File: src/rtl/hazard_unit.sv
// Stall/forward decision for D against a Tnew shadow pipeline, plus HI/LO busy tracking.
// Outputs are combinational (0 cycles) from D inputs and registered state; stall freezes F/D and bubbles E.
module hazard_unit #(
  parameter int NSTAGE   = 3,
  parameter int TW       = 3,
  parameter int MULT_CYC = 5,
  parameter int DIV_CYC  = 10,
  parameter int CW       = 4
) (
  input  logic                             clk,
  input  logic                             reset,
  input  logic [4:0]                       D_rs,
  input  logic [4:0]                       D_rt,
  input  logic [TW-1:0]                    D_tuse_rs,
  input  logic [TW-1:0]                    D_tuse_rt,
  input  logic [4:0]                       D_wa,
  input  logic [TW-1:0]                    D_tnew,
  input  logic                             D_md_start,
  input  logic                             D_md_div,
  input  logic                             D_hl_use,
  input  logic                             flush,
  output logic                             stall,
  output logic                             md_busy,
  output logic [$clog2(NSTAGE+1)-1:0]      fwd_rs_sel,
  output logic [$clog2(NSTAGE+1)-1:0]      fwd_rt_sel
);

  localparam int SW = $clog2(NSTAGE + 1);

  logic [4:0]    r_wa   [1:NSTAGE];
  logic [TW-1:0] r_tnew [1:NSTAGE];
  logic [CW-1:0] r_md_cnt;

  logic          w_rs_hit, w_rt_hit;
  logic [TW-1:0] w_rs_tnew, w_rt_tnew;
  logic [SW-1:0] w_rs_sel, w_rt_sel;
  logic          w_stall_rs, w_stall_rt, w_stall_hl;

  // Scan oldest to youngest so the youngest match is the one that sticks.
  always_comb begin
    w_rs_hit  = 1'b0;
    w_rt_hit  = 1'b0;
    w_rs_tnew = '0;
    w_rt_tnew = '0;
    w_rs_sel  = '0;
    w_rt_sel  = '0;
    for (int k = NSTAGE; k >= 1; k--) begin
      if (D_rs != 5'd0 && r_wa[k] == D_rs) begin
        w_rs_hit  = 1'b1;
        w_rs_tnew = r_tnew[k];
        w_rs_sel  = SW'(k);
      end
      if (D_rt != 5'd0 && r_wa[k] == D_rt) begin
        w_rt_hit  = 1'b1;
        w_rt_tnew = r_tnew[k];
        w_rt_sel  = SW'(k);
      end
    end
  end

  assign w_stall_rs = w_rs_hit && (D_tuse_rs < w_rs_tnew);
  assign w_stall_rt = w_rt_hit && (D_tuse_rt < w_rt_tnew);
  assign md_busy    = (r_md_cnt != '0);
  assign w_stall_hl = D_hl_use & md_busy;
  assign stall      = w_stall_rs | w_stall_rt | w_stall_hl;
  assign fwd_rs_sel = w_rs_sel;
  assign fwd_rt_sel = w_rt_sel;

  always_ff @(posedge clk or negedge reset) begin
    if (!reset) begin
      for (int k = 1; k <= NSTAGE; k++) begin
        r_wa[k]   <= '0;
        r_tnew[k] <= '0;
      end
    end else if (flush) begin
      for (int k = 1; k <= NSTAGE; k++) begin
        r_wa[k]   <= '0;
        r_tnew[k] <= '0;
      end
    end else begin
      r_wa[1]   <= stall ? 5'd0 : D_wa;
      r_tnew[1] <= stall ? '0 : D_tnew;
      for (int k = 2; k <= NSTAGE; k++) begin
        r_wa[k]   <= r_wa[k-1];
        r_tnew[k] <= (r_tnew[k-1] == '0) ? '0 : r_tnew[k-1] - TW'(1);
      end
    end
  end

  // A stalled md_start never reaches E, so a busy unit cannot be restarted.
  always_ff @(posedge clk or negedge reset) begin
    if (!reset) begin
      r_md_cnt <= '0;
    end else if (D_md_start && !stall && !flush) begin
      r_md_cnt <= D_md_div ? CW'(DIV_CYC) : CW'(MULT_CYC);
    end else if (r_md_cnt != '0) begin
      r_md_cnt <= r_md_cnt - CW'(1);
    end
  end

endmodule

File: config.mk
export PLATFORM = sky130hd
export DESIGN_NAME = hazard_unit
export DESIGN_NICKNAME = d
export VERILOG_FILES = /design/src/rtl/hazard_unit.sv
export SDC_FILE = /design/constraint.sdc
export NUM_CORES = 1
export LEC_CHECK = 0
export ABC_CLOCK_PERIOD_IN_PS = 3850
export BUFFER_PORTS_ARGS = -buffer_cell sky130_fd_sc_hd__buf_2
export CAP_MARGIN = 15
export CORE_AREA = 8 8 71 73
export CTS_CLUSTER_SIZE = 14
export DETAILED_ROUTE_END_ITERATION = 10
export DIE_AREA = 0 0 79 81
export PLACE_DENSITY_LB_ADDON = 0.15
export SLEW_MARGIN = 0
export SYNTH_ARGS = -nofsm -noshare
export SYNTH_HDL_FRONTEND = slang
export SYNTH_SLANG_ARGS = --single-unit
File: constraint.sdc
create_clock -name clk -period 3.85 [get_ports clk]
set_input_delay 0.5775 -clock clk [delete_from_list [all_inputs] [get_ports clk]]
set_output_delay 0.5775 -clock clk [all_outputs]
set_load 0.05 [all_outputs]
==> run_results.csv <==
group,metric,value,unit
setup_path,end_kind,"output port",
grt,grt_pass1_vias,1572,
floorplan,rows,23,
worst_hold_path,min_path_type,"in -> async",
synthesis,seq_area_frac_synth,37.2,%
drt,vias_per_cell,5.23,
pwr,clkPwrFrac,19.1,%
synthesis,syn_nets,237,
timing,hold_slack,0.311,ns
clock_tree,cts_sinks,28,
synthesis,syn_area,0.00188,sq mm
timing,relSlewSlack,58.6,%
place,port_buffers,35,
setup_path,crit_type,"in -> out",
grt,grt_usage,14.3,%
clock_tree,htreeDepth,1,
cells_and_area,layout_common_cells,"buf_2, dfrtp_1, xnor2_1",
grt,grt_max_degree,29,
timing,finalClockSkew,0.00379,ns
pwr,pwr-share-comb,36.2,%
clock_tree,cts_root_buffer,"clkbuf_8",
pwr,power_density,350,mW/mm^2
place,gp_congestion,0.814,
clock_tree,cts_tree,"built",
grt,grt_overflow,0,
synthesis,netlist_instances,197,
pwr,pwr-share-seq,44.7,%
timing,period_minus_slack,3.83,ns
floorplan,die-area,0.00640,sq mm
clock_tree,clk_pin_slew,0.09,ns
pwr,switching_power,0.282,mW
setup_path,start_kind,"input pin",
drt,first_pass_iters,4,
floorplan,core_area,0.00391,sq mm
clock_tree,cts_buffer_depth,2,
run,max_cap_violations,0,
synthesis,ys_async_sr_fraction,100,%
drt,vias,1549,
timing,rsz0062_at_grt,"true",
timing,setup_ws,0.0237,ns
timing,finalCritPeriodShare,99.4,%
place,post-place-ws,-0.0943,ns
synthesis,synth_area_per_cell,9.57,sq um
cells_and_area,multi_input_area,0.00119,sq mm
timing,worst_pin_slew,0.621,ns
clock_tree,clkLatencyLatePin,0.27,ns
timing,max_freq,261,MHz
cells_and_area,syn_to_final_growth,23.6,%
setup_path,required,3.27,ns
setup_path,crit_arrival,3.25,ns
floorplan,die_w,79,um
synthesis,ys.flop_type,"dfrtp_1",
drt,remaining_drc_errors,0,
timing,slew_violations,0,
pwr,sw_frac_of_total,34.6,%
clock_tree,numCtsBuffers,3,
timing,setup_viol_count_final,0,
synthesis,synth_enable_flop_cells,0,
synthesis,ys_ff_latch,28,
drt,wl_per_cell,14.8,um
drt,ant_nets,0,
floorplan,initial_core_util,48.1,%
grt,grt_first_pass_wirelength,7280,um
floorplan,die_h,81,um
cells_and_area,fillCellCount,363,
cells_and_area,register_area,701,sq um
place,dp.final_hpwl,3490,um
pwr,leakage,1.06,nW
synthesis,synth.distinct_cells,41,
cells_and_area,layout-drive-gt1-share,28.5,%
setup_path,cp_max_fo,2,
drt,wirelength,4370,um
timing,hold_violations,0,
drt,first_iter_violations,72,
cells_and_area,antenna_cells,0,
cells_and_area,final_common_cell,"buf_2",
clock_tree,holdBufCountCts,0,
floorplan,io_pins,36,
pwr,internal_power,0.534,mW
synthesis,synth_warnings,0,
grt,antenna_found_initial,0,
status,status,"finished, final reports clean",
cells_and_area,nNetsFinal,288,
pwr,irDropWorstVdd,0.000258,V
## timing repair
action | 4_1_cts | 5_1_grt
pin swaps | 6 | 10
setup endpoints to repair | 1 | 1
resized for setup | 7 | 10
buffers inserted | 1 | 3
## worst max-delay path, cell delays in order
cell and delay [ns]:
buf_6 0.09, or4_4 0.55, or2_4 0.25, and3_4 0.16, a22o_1 0.20, a21oi_2 0.14, ha_1 0.26, a21oi_2 0.20
o311ai_4 0.15, o311ai_4 0.36, nor2_1 0.08, inv_1 0.07, buf_6 0.15
## power groups by stage
stage | clock [mW] | sequential [mW] | combinational [mW]
5_1_grt | 0.173 | 0.370 | 0.333
3_3_place_gp | 0 | 0.370 | 0.280
2_1_floorplan | 0 | 0.362 | 0.207
6_report | 0.156 | 0.365 | 0.295
3_5_place_dp | 0 | 0.371 | 0.285
4_1_cts | 0.161 | 0.365 | 0.294
## per-layer routing
layer	share of wire [%]	wire [um]	track usage [%]	vias to the layer above
li1	-	-	-	778
met1	47	2080	18.1	733
met2	47	2050	23.7	33
met3	4.6	199	3.20	5
met4	1.1	46	4.44	0
met5	0	0	0	-
## stage by stage
stage	cell area [sq um]	setup TNS (ns)	cells	power, mW	util, %
floorplan	1880	0	197	0.569	-
global placement	2180	0	289	0.650	55.8
detailed placement	2180	-0.265	289	0.657	55.8
CTS	2270	0	293	0.821	57.9
global route	2330	-0.0995	296	0.877	59.5
finish	2330	0	296	0.816	59.5
## sequential cells by signal (all words and copies together), names as in the netlist
| name | count |
|---|---|
| r_wa | 15 |
| r_tnew | 9 |
| r_md_cnt | 4 |
## synthesized netlist by cell type, types with 3 or more instances
| library cell | n | area (sq um) |
|---|---|---|
| nor2_1 | 14 | 52.6 |
| a21oi_1 | 7 | 35.0 |
| nand3_1 | 4 | 20.0 |
| xor2_1 | 7 | 61.3 |
| mux2i_1 | 3 | 30.0 |
| ha_1 | 10 | 125 |
| nor2b_1 | 13 | 81.3 |
| inv_1 | 11 | 41.3 |
| nor4b_1 | 8 | 70.1 |
| nor3_1 | 9 | 45.0 |
| o21ai_0 | 4 | 20.0 |
| dfrtp_1 | 28 | 701 |
| or2_2 | 3 | 18.8 |
| nand2_1 | 19 | 71.3 |
| xnor2_1 | 25 | 219 |
## logic make-up (layout without fill, tap and decap cells)
logic type / after synthesis / count (layout) / synth area share, %
flops: 28 / 28 / 37.2
compound gates: 26 / 26 / 10.8
buf+inv: 14 / 63 / 2.86
xor+xnor: 32 / 32 / 14.9
fa+ha+maj: 10 / 10 / 6.64
simple gates: 82 / 82 / 24.9
mux: 5 / 5 / 2.79
## final cells by class
class / instances / share of cell area, %
Tap cell: 50 / 2.69
Timing Repair Buffer: 49 / 12.7
Sequential cell: 28 / 30.1
Multi-Input combinational cell: 155 / 50.9
Inverter: 11 / 1.77
Clock buffer: 3 / 1.77
## worst paths after layout
kind / start / to / slack [ns] / cells after the start
min in group clk: r_tnew[3] / r_tnew[0] / 0.49 / 1
max in group asynchronous: reset / r_tnew[5] / 3.13 / 1
max reg2reg: r_wa[8] / r_md_cnt[3] / 0.55 / 16
min reg2reg: r_tnew[3] / r_tnew[0] / 0.49 / 1
min: reset / r_md_cnt[2] / 0.31 / 1
max: D_rt[1] / stall / 0.02 / 13
Power figures use the tool's default switching activity.
